[src/rtl/cpu_types_pkg.sv]
// Shared CPU memory types: word, RAM handshake state and responder FSM state.
package cpu_types_pkg;

   typedef logic [31:0] word_t;

   typedef enum logic [1:0] {
      FREE   = 2'd0,
      BUSY   = 2'd1,
      ACCESS = 2'd2,
      ERROR  = 2'd3
   } ramstate_t;

   typedef enum logic [1:0] {
      IDLE   = 2'd0,
      DGRANT = 2'd1,
      IGRANT = 2'd2,
      DONE   = 2'd3
   } mresp_state_t;

endpackage

[src/rtl/mem_responder.sv]
// Arbitrates instruction and data requests onto one single-ported RAM, data first.
// Define MEM_RESP_STATS_EN to add saturating icount/dcount/waitcount outputs.
module mem_responder
   import cpu_types_pkg::*;
#(
   parameter int unsigned TIMEOUT = 64,
   parameter int unsigned CNT_W   = 16
) (
   input  logic      CLK,
   input  logic      RST,
   input  logic      imemREN,
   input  word_t     imemaddr,
   output logic      ihit,
   output word_t     iload,
   input  logic      dmemREN,
   input  logic      dmemWEN,
   input  word_t     dmemaddr,
   input  word_t     dmemstore,
   output logic      dhit,
   output word_t     dmemload,
   output logic      ramREN,
   output logic      ramWEN,
   output word_t     ramaddr,
   output word_t     ramstore,
   input  word_t     ramload,
   input  ramstate_t ramstate,
   output logic      memerr
`ifdef MEM_RESP_STATS_EN
   ,
   output logic [CNT_W-1:0] icount,
   output logic [CNT_W-1:0] dcount,
   output logic [CNT_W-1:0] waitcount
`endif
);

   localparam int unsigned WAIT_W = (TIMEOUT > 2) ? $clog2(TIMEOUT) : 1;

   if (TIMEOUT < 2) begin : g_bad_timeout
      $error("mem_responder: TIMEOUT must be at least 2");
   end
   if (CNT_W < 1) begin : g_bad_cnt_w
      $error("mem_responder: CNT_W must be at least 1");
   end

   mresp_state_t      state_q, state_d;
   logic              is_data_q, is_data_d;
   logic [WAIT_W-1:0] wait_q, wait_d;
   logic              ram_ren_q, ram_ren_d;
   logic              ram_wen_q, ram_wen_d;
   word_t             ram_addr_q, ram_addr_d;
   word_t             ram_store_q, ram_store_d;
   logic              ihit_q, ihit_d;
   logic              dhit_q, dhit_d;
   word_t             iload_q, iload_d;
   word_t             dmemload_q, dmemload_d;
   logic              memerr_q, memerr_d;
   logic              granted;

   assign granted = (state_q == DGRANT) || (state_q == IGRANT);

   always_comb begin
      state_d     = state_q;
      is_data_d   = is_data_q;
      wait_d      = wait_q;
      ram_ren_d   = ram_ren_q;
      ram_wen_d   = ram_wen_q;
      ram_addr_d  = ram_addr_q;
      ram_store_d = ram_store_q;
      ihit_d      = 1'b0;
      dhit_d      = 1'b0;
      iload_d     = iload_q;
      dmemload_d  = dmemload_q;
      memerr_d    = memerr_q;

      unique case (state_q)
         IDLE: begin
            wait_d = '0;
            // A simultaneous read and write on the data port is treated as a write.
            if (dmemWEN || dmemREN) begin
               state_d     = DGRANT;
               is_data_d   = 1'b1;
               ram_wen_d   = dmemWEN;
               ram_ren_d   = ~dmemWEN;
               ram_addr_d  = dmemaddr;
               ram_store_d = dmemstore;
            end else if (imemREN) begin
               state_d    = IGRANT;
               is_data_d  = 1'b0;
               ram_wen_d  = 1'b0;
               ram_ren_d  = 1'b1;
               ram_addr_d = imemaddr;
            end
         end
         DGRANT, IGRANT: begin
            if (ramstate == ACCESS) begin
               state_d   = DONE;
               ram_ren_d = 1'b0;
               ram_wen_d = 1'b0;
               if (is_data_q) begin
                  dhit_d = 1'b1;
                  if (ram_ren_q) dmemload_d = ramload;
               end else begin
                  ihit_d  = 1'b1;
                  iload_d = ramload;
               end
            end else if (ramstate == ERROR || wait_q == WAIT_W'(TIMEOUT - 1)) begin
               state_d   = IDLE;
               ram_ren_d = 1'b0;
               ram_wen_d = 1'b0;
               memerr_d  = 1'b1;
            end else begin
               wait_d = wait_q + WAIT_W'(1);
            end
         end
         DONE: begin
            state_d = IDLE;
         end
         default: begin
            state_d = IDLE;
         end
      endcase
   end

   always_ff @(posedge CLK) begin
      if (RST) begin
         state_q     <= IDLE;
         is_data_q   <= 1'b0;
         wait_q      <= '0;
         ram_ren_q   <= 1'b0;
         ram_wen_q   <= 1'b0;
         ram_addr_q  <= '0;
         ram_store_q <= '0;
         ihit_q      <= 1'b0;
         dhit_q      <= 1'b0;
         iload_q     <= '0;
         dmemload_q  <= '0;
         memerr_q    <= 1'b0;
      end else begin
         state_q     <= state_d;
         is_data_q   <= is_data_d;
         wait_q      <= wait_d;
         ram_ren_q   <= ram_ren_d;
         ram_wen_q   <= ram_wen_d;
         ram_addr_q  <= ram_addr_d;
         ram_store_q <= ram_store_d;
         ihit_q      <= ihit_d;
         dhit_q      <= dhit_d;
         iload_q     <= iload_d;
         dmemload_q  <= dmemload_d;
         memerr_q    <= memerr_d;
      end
   end

   assign ihit     = ihit_q;
   assign dhit     = dhit_q;
   assign iload    = iload_q;
   assign dmemload = dmemload_q;
   assign ramREN   = ram_ren_q;
   assign ramWEN   = ram_wen_q;
   assign ramaddr  = ram_addr_q;
   assign ramstore = ram_store_q;
   assign memerr   = memerr_q;

`ifdef MEM_RESP_STATS_EN
   logic [CNT_W-1:0] icount_q, icount_d;
   logic [CNT_W-1:0] dcount_q, dcount_d;
   logic [CNT_W-1:0] waitcount_q, waitcount_d;

   // Counters stick at all-ones rather than wrapping.
   always_comb begin
      icount_d    = icount_q;
      dcount_d    = dcount_q;
      waitcount_d = waitcount_q;
      if (ihit_q && icount_q != '1) icount_d = icount_q + CNT_W'(1);
      if (dhit_q && dcount_q != '1) dcount_d = dcount_q + CNT_W'(1);
      if (granted && ramstate != ACCESS && waitcount_q != '1)
         waitcount_d = waitcount_q + CNT_W'(1);
   end

   always_ff @(posedge CLK) begin
      if (RST) begin
         icount_q    <= '0;
         dcount_q    <= '0;
         waitcount_q <= '0;
      end else begin
         icount_q    <= icount_d;
         dcount_q    <= dcount_d;
         waitcount_q <= waitcount_d;
      end
   end

   assign icount    = icount_q;
   assign dcount    = dcount_q;
   assign waitcount = waitcount_q;
`else
   logic unused_granted;
   assign unused_granted = granted;
`endif

endmodule
[config.mk]
export PLATFORM = sky130hd
export DESIGN_NAME = mem_responder
export DESIGN_NICKNAME = d
export VERILOG_FILES = /design/src/rtl/cpu_types_pkg.sv /design/src/rtl/mem_responder.sv
export SDC_FILE = /design/constraint.sdc
export NUM_CORES = 1
export LEC_CHECK = 0
export BUFFER_PORTS_ARGS = -buffer_cell sky130_fd_sc_hd__buf_2
export CAP_MARGIN = 30
export CELL_PAD_IN_SITES_DETAIL_PLACEMENT = 1
export CELL_PAD_IN_SITES_GLOBAL_PLACEMENT = 1
export CORE_MARGIN = 3
export CORE_UTILIZATION = 33
export CTS_BUF_LIST = sky130_fd_sc_hd__clkbuf_4
export DETAILED_ROUTE_END_ITERATION = 8
export PLACE_DENSITY_LB_ADDON = 0.1
export SLEW_MARGIN = 40
export SYNTH_ARGS = -nofsm -noshare
export SYNTH_HDL_FRONTEND = slang
export SYNTH_SLANG_ARGS = --single-unit
[constraint.sdc]
create_clock -name CLK -period 2.2 [get_ports CLK]
set_input_delay 0.11 -clock CLK [delete_from_list [all_inputs] [get_ports CLK]]
set_output_delay 0.11 -clock CLK [all_outputs]
set_load 0.03 [all_outputs]
==> results.txt <==
* Outcome: complete, no violations
* Highest clock rate: 0.488 GHz
- The final max-slew violation count is 0.
- Dividing the detail-routed wire length by the instance count gives 16.9 um.
- Gp weighted congestion: 0.768
- At the placement stage, the worst setup path has a slack of 351 ps.
- Reg2reg path depth: 7
- During I/O placement, the number of pins put on the boundary was roughly 270.
* Top cells by area, synth: sky130_fd_sc_hd__dfxtp_1, sky130_fd_sc_hd__nand2_1, sky130_fd_sc_hd__a21oi_1, sky130_fd_sc_hd__a311oi_2, sky130_fd_sc_hd__nor2_1
- The root buffer cell chosen for the clock tree is sky130_fd_sc_hd__clkbuf_4.
* Final cell count without fillers: 1301
- The layout has 1985 filler cells.
- Setup slack on the critical path of the routed design comes to 153 ps.
- Data arrives at the worst endpoint at 2540 ps.
- Setup repair after global routing missed its margin: no
- The critical path starts at state_q[1].
- Before antenna repair, the detailed router went through 6 iterations.
* Flop-to-flop setup slack: roughly 150 ps
- The critical path goes through inv_1, ha_2, o21a_4, buf_12, nor2_1, a311oi_1, dlygate4sd3_1.
- During placement, the flow inserted port buffers numbering 267.
* Worst clock skew: around 17 ps
- Number of standard-cell rows in the floorplan: 46
- Across every metal layer, demand over resource in global routing totals 23.0%.
- TritonCTS built the clock tree.
- After clock tree synthesis, the setup repair step added 0 buffers.
* Global-route wire length before repair: 33700 um
- DP Cell Count: 1130
* Delay of the slowest critical-path stage: between 500 and 600 ps
* Placed instance area: 7090 sq um
- Chip Width: 136 um
* Detailed-route via count: ~6400
- Sink Count: 142
- The share of synthesized area in the top cell type comes to 51.1%.
* Finish-stage setup viols: 0
* Worst ir drop on vdd: 0.443 mV
* Syn nets: 822
* Category of the critical setup timing path: flip-flop to flip-flop
- After the first detailed-routing iteration, the DRC count stood at between 150 and 200.
* Antenna Violating Nets Remaining: 0
* End of the critical path: ramaddr[0]
- Post-layout instance area: slightly below 9000 sq um
* Number of buffers created by CTS: 17
- Most area-hungry cell type in the Yosys netlist: sky130_fd_sc_hd__dfxtp_1
- The via count of the first global-routing pass was roughly 7000.
- Largest net degree at the start of global routing: 64
- Power spread over the standard cell area amounts to 923 nW/um^2.
- Starting utilization of the core area: 34.4%
* Final net count: 1207
- Die Span Y: between 100 and 150 um
- The critical path runs through a total of 7 cells.
* DPL Wire Length: 13800 um
- The tool flagged a number of max-cap violations equal to 0.
- Number of buffers on the longest clock path: 2
- For this design, the slowest cell found on the critical path is sky130_fd_sc_hd__dlygate4sd3_1.
- Counting I/O delays and the setup requirement, the final critical path takes 2050 ps.
- Total detailed-routing wirelength: between 20000 and 25000 um
- Area of the die: 18500 sq um
- The H-tree was split into 4 levels.
* Fin. Hold Viols: 0
* Required arrival time at the worst endpoint: 2690 ps
- Number of instances in the synthesized netlist: 684
* Skew-Pair Late Insertion Delay: ~540 ps
* Register bit total from synthesis: 142
* Mapped cell area: ~5600 sq um
* Kind of cell adding the most delay to the critical path: buffers and inverters
- The path class of the tightest hold or removal check is primary input to flip-flop.
- Library cells used by synthesis: 30
- Sequential cells were found to cover 51.1% of the synthesized design area.
- Number of warnings reported in the yosys synthesis log: 0
* Number of antenna violations at the first check in global routing: 2
- Count of unresolved DRC violations after routing: 0
- Origin of the critical flop-to-flop path: state_q[1]
* Normalized max-slew margin: 64.1%
- Layout cells sized above 1: 32.0%
- For the pin with the worst max-slew slack, the measured transition is 539 ps.
* Crit path buf inv count: 3
- In this run the critical register-to-register path is captured at ramaddr[0].
* Area of the placeable core: 16200 sq um
- Summed over all failing endpoints, the final setup total negative slack is 0 ps.
- Average cell area after synthesis: between 8 and 9 sq um
- Dividing the final minimum period by the clock period gives 93.1%.
- For this run the aggregate overflow at the end of global routing stands at 0.
- Critical-path maximum fanout: 28
- Clock input transition at the sequential cells of the worst setup and hold paths: 130 ps
- Type of element capturing the critical path: flip-flop
* Type of origin of the critical path: flip-flop
* Via density per instance: 4.89
- For this design the static power due to leakage is 0.00395 uW.
- Compared with the post-synthesis result, the final layout area differs by 58.2%.
[worst min path at each step]
stage                     cells after the start          start  slack (ps)           end
after detailed placement                      3   dmemstore[3]         360   ramstore[3]
final                                         4   dmemstore[2]         340   ramstore[2]
after global routing                          4   dmemstore[2]         300   ramstore[2]
after CTS                                     4   dmemstore[2]         290   ramstore[2]
after floorplan                               2    ramload[10]         250     iload[10]
after global placement                        3  dmemstore[16]         350  ramstore[16]
[sequential cells by signal (all words and copies together), names as in the netlist]
name,cells
dmemload,32
iload,32
ramaddr,32
ramstore,32
wait_q,6
state_q,2
dhit,1
ihit,1
is_data_q,1
memerr,1
ramREN,1
ramWEN,1
[final cells by class]
cell class / instances / area (sq um) / area share (%)
diodes: 3 / 7.51 / 0.0853
multi-input cells: 489 / 2480 / 28.2
inverters: 2 / 7.51 / 0.0853
flip-flops and latches: 142 / 2840 / 32.3
clock inverters: 14 / 191 / 2.17
repair buffers: 417 / 2870 / 32.6
well taps: 216 / 270 / 3.07
clock buffers: 18 / 135 / 1.53
[cells in the final DEF (no fill, tap or decap), types with 7 or more instances in the layout]
| cell type | count |
|---|---|
| sky130_fd_sc_hd__a21oi_1 | 105 |
| sky130_fd_sc_hd__a311oi_2 | 30 |
| sky130_fd_sc_hd__buf_2 | 266 |
| sky130_fd_sc_hd__buf_4 | 11 |
| sky130_fd_sc_hd__clkbuf_4 | 18 |
| sky130_fd_sc_hd__dfxtp_1 | 142 |
| sky130_fd_sc_hd__dlygate4sd3_1 | 135 |
| sky130_fd_sc_hd__nand2_1 | 261 |
| sky130_fd_sc_hd__nand2b_1 | 7 |
| sky130_fd_sc_hd__nor2_1 | 39 |
| sky130_fd_sc_hd__o21ai_0 | 7 |
[stage by stage]
| stage | power [uW] | util [%] | hold slack (ps) |
|---|---|---|---|
| after floorplan | 4990 | - | 246 |
| after global placement | 5690 | 43.8 | 353 |
| after detailed placement | 5770 | 43.8 | 359 |
| after CTS | 8070 | 54.2 | 291 |
| after global routing | 8580 | 54.4 | 296 |
| final | 8130 | 54.4 | 341 |
[repair_timing]
action	in CTS	in global routing
setup endpoints to repair	0	27
hold endpoints to repair	137	0
hold buffers	135	0
gates resized for setup	0	2
[worst min-delay path, cell delays in order]
cell and delay [ps]:
sky130_fd_sc_hd__dlygate4sd3_1 530, sky130_fd_sc_hd__buf_2 120, sky130_fd_sc_hd__nand2_1 50, sky130_fd_sc_hd__a21oi_1 50
[cell usage after synthesis (all sizes together)]
cell type and count:
inv 2, o21a 2, nor3b 1, o21ai 8
or4b 1, nor2b 4, dfxtp 142, or2 1
a21o 1, o31ai 2, clkbuf 29, nor2 41
a31oi 1, and2 2, o211ai 1, nand3 5
nand2 261, a21oi 105, ha 3, and3 2
nand2b 7, a311oi 36, nor3 3, and3b 1
nand3b 1, buf 22
[logic make-up (layout without fill, tap and decap cells)]
| kind of cell | after synthesis | in the layout | share of synthesized area (%) |
|---|---|---|---|
| AND/OR/NAND/NOR | 330 | 330 | 23.5 |
| flip-flops | 142 | 142 | 51.1 |
| other | 0 | 3 | 0 |
| buffers and inverters | 53 | 451 | 4.63 |
| adder cells (fa/ha/maj) | 3 | 3 | 0.674 |
| AO/OA/AOI/OAI | 156 | 156 | 20.1 |
[report_power, final]
part	internal (uW)	switching, uW
combinational	1180	1920
sequential	2920	204
clock	914	984
[metal layers]
layer,GRT usage [%],routed length (um)
met4,10.2,669
met5,0,0
met1,24.5,8570
met2,41.3,11200
met3,7.62,1580
No activity file was read; power rests on OpenSTA's default activity.
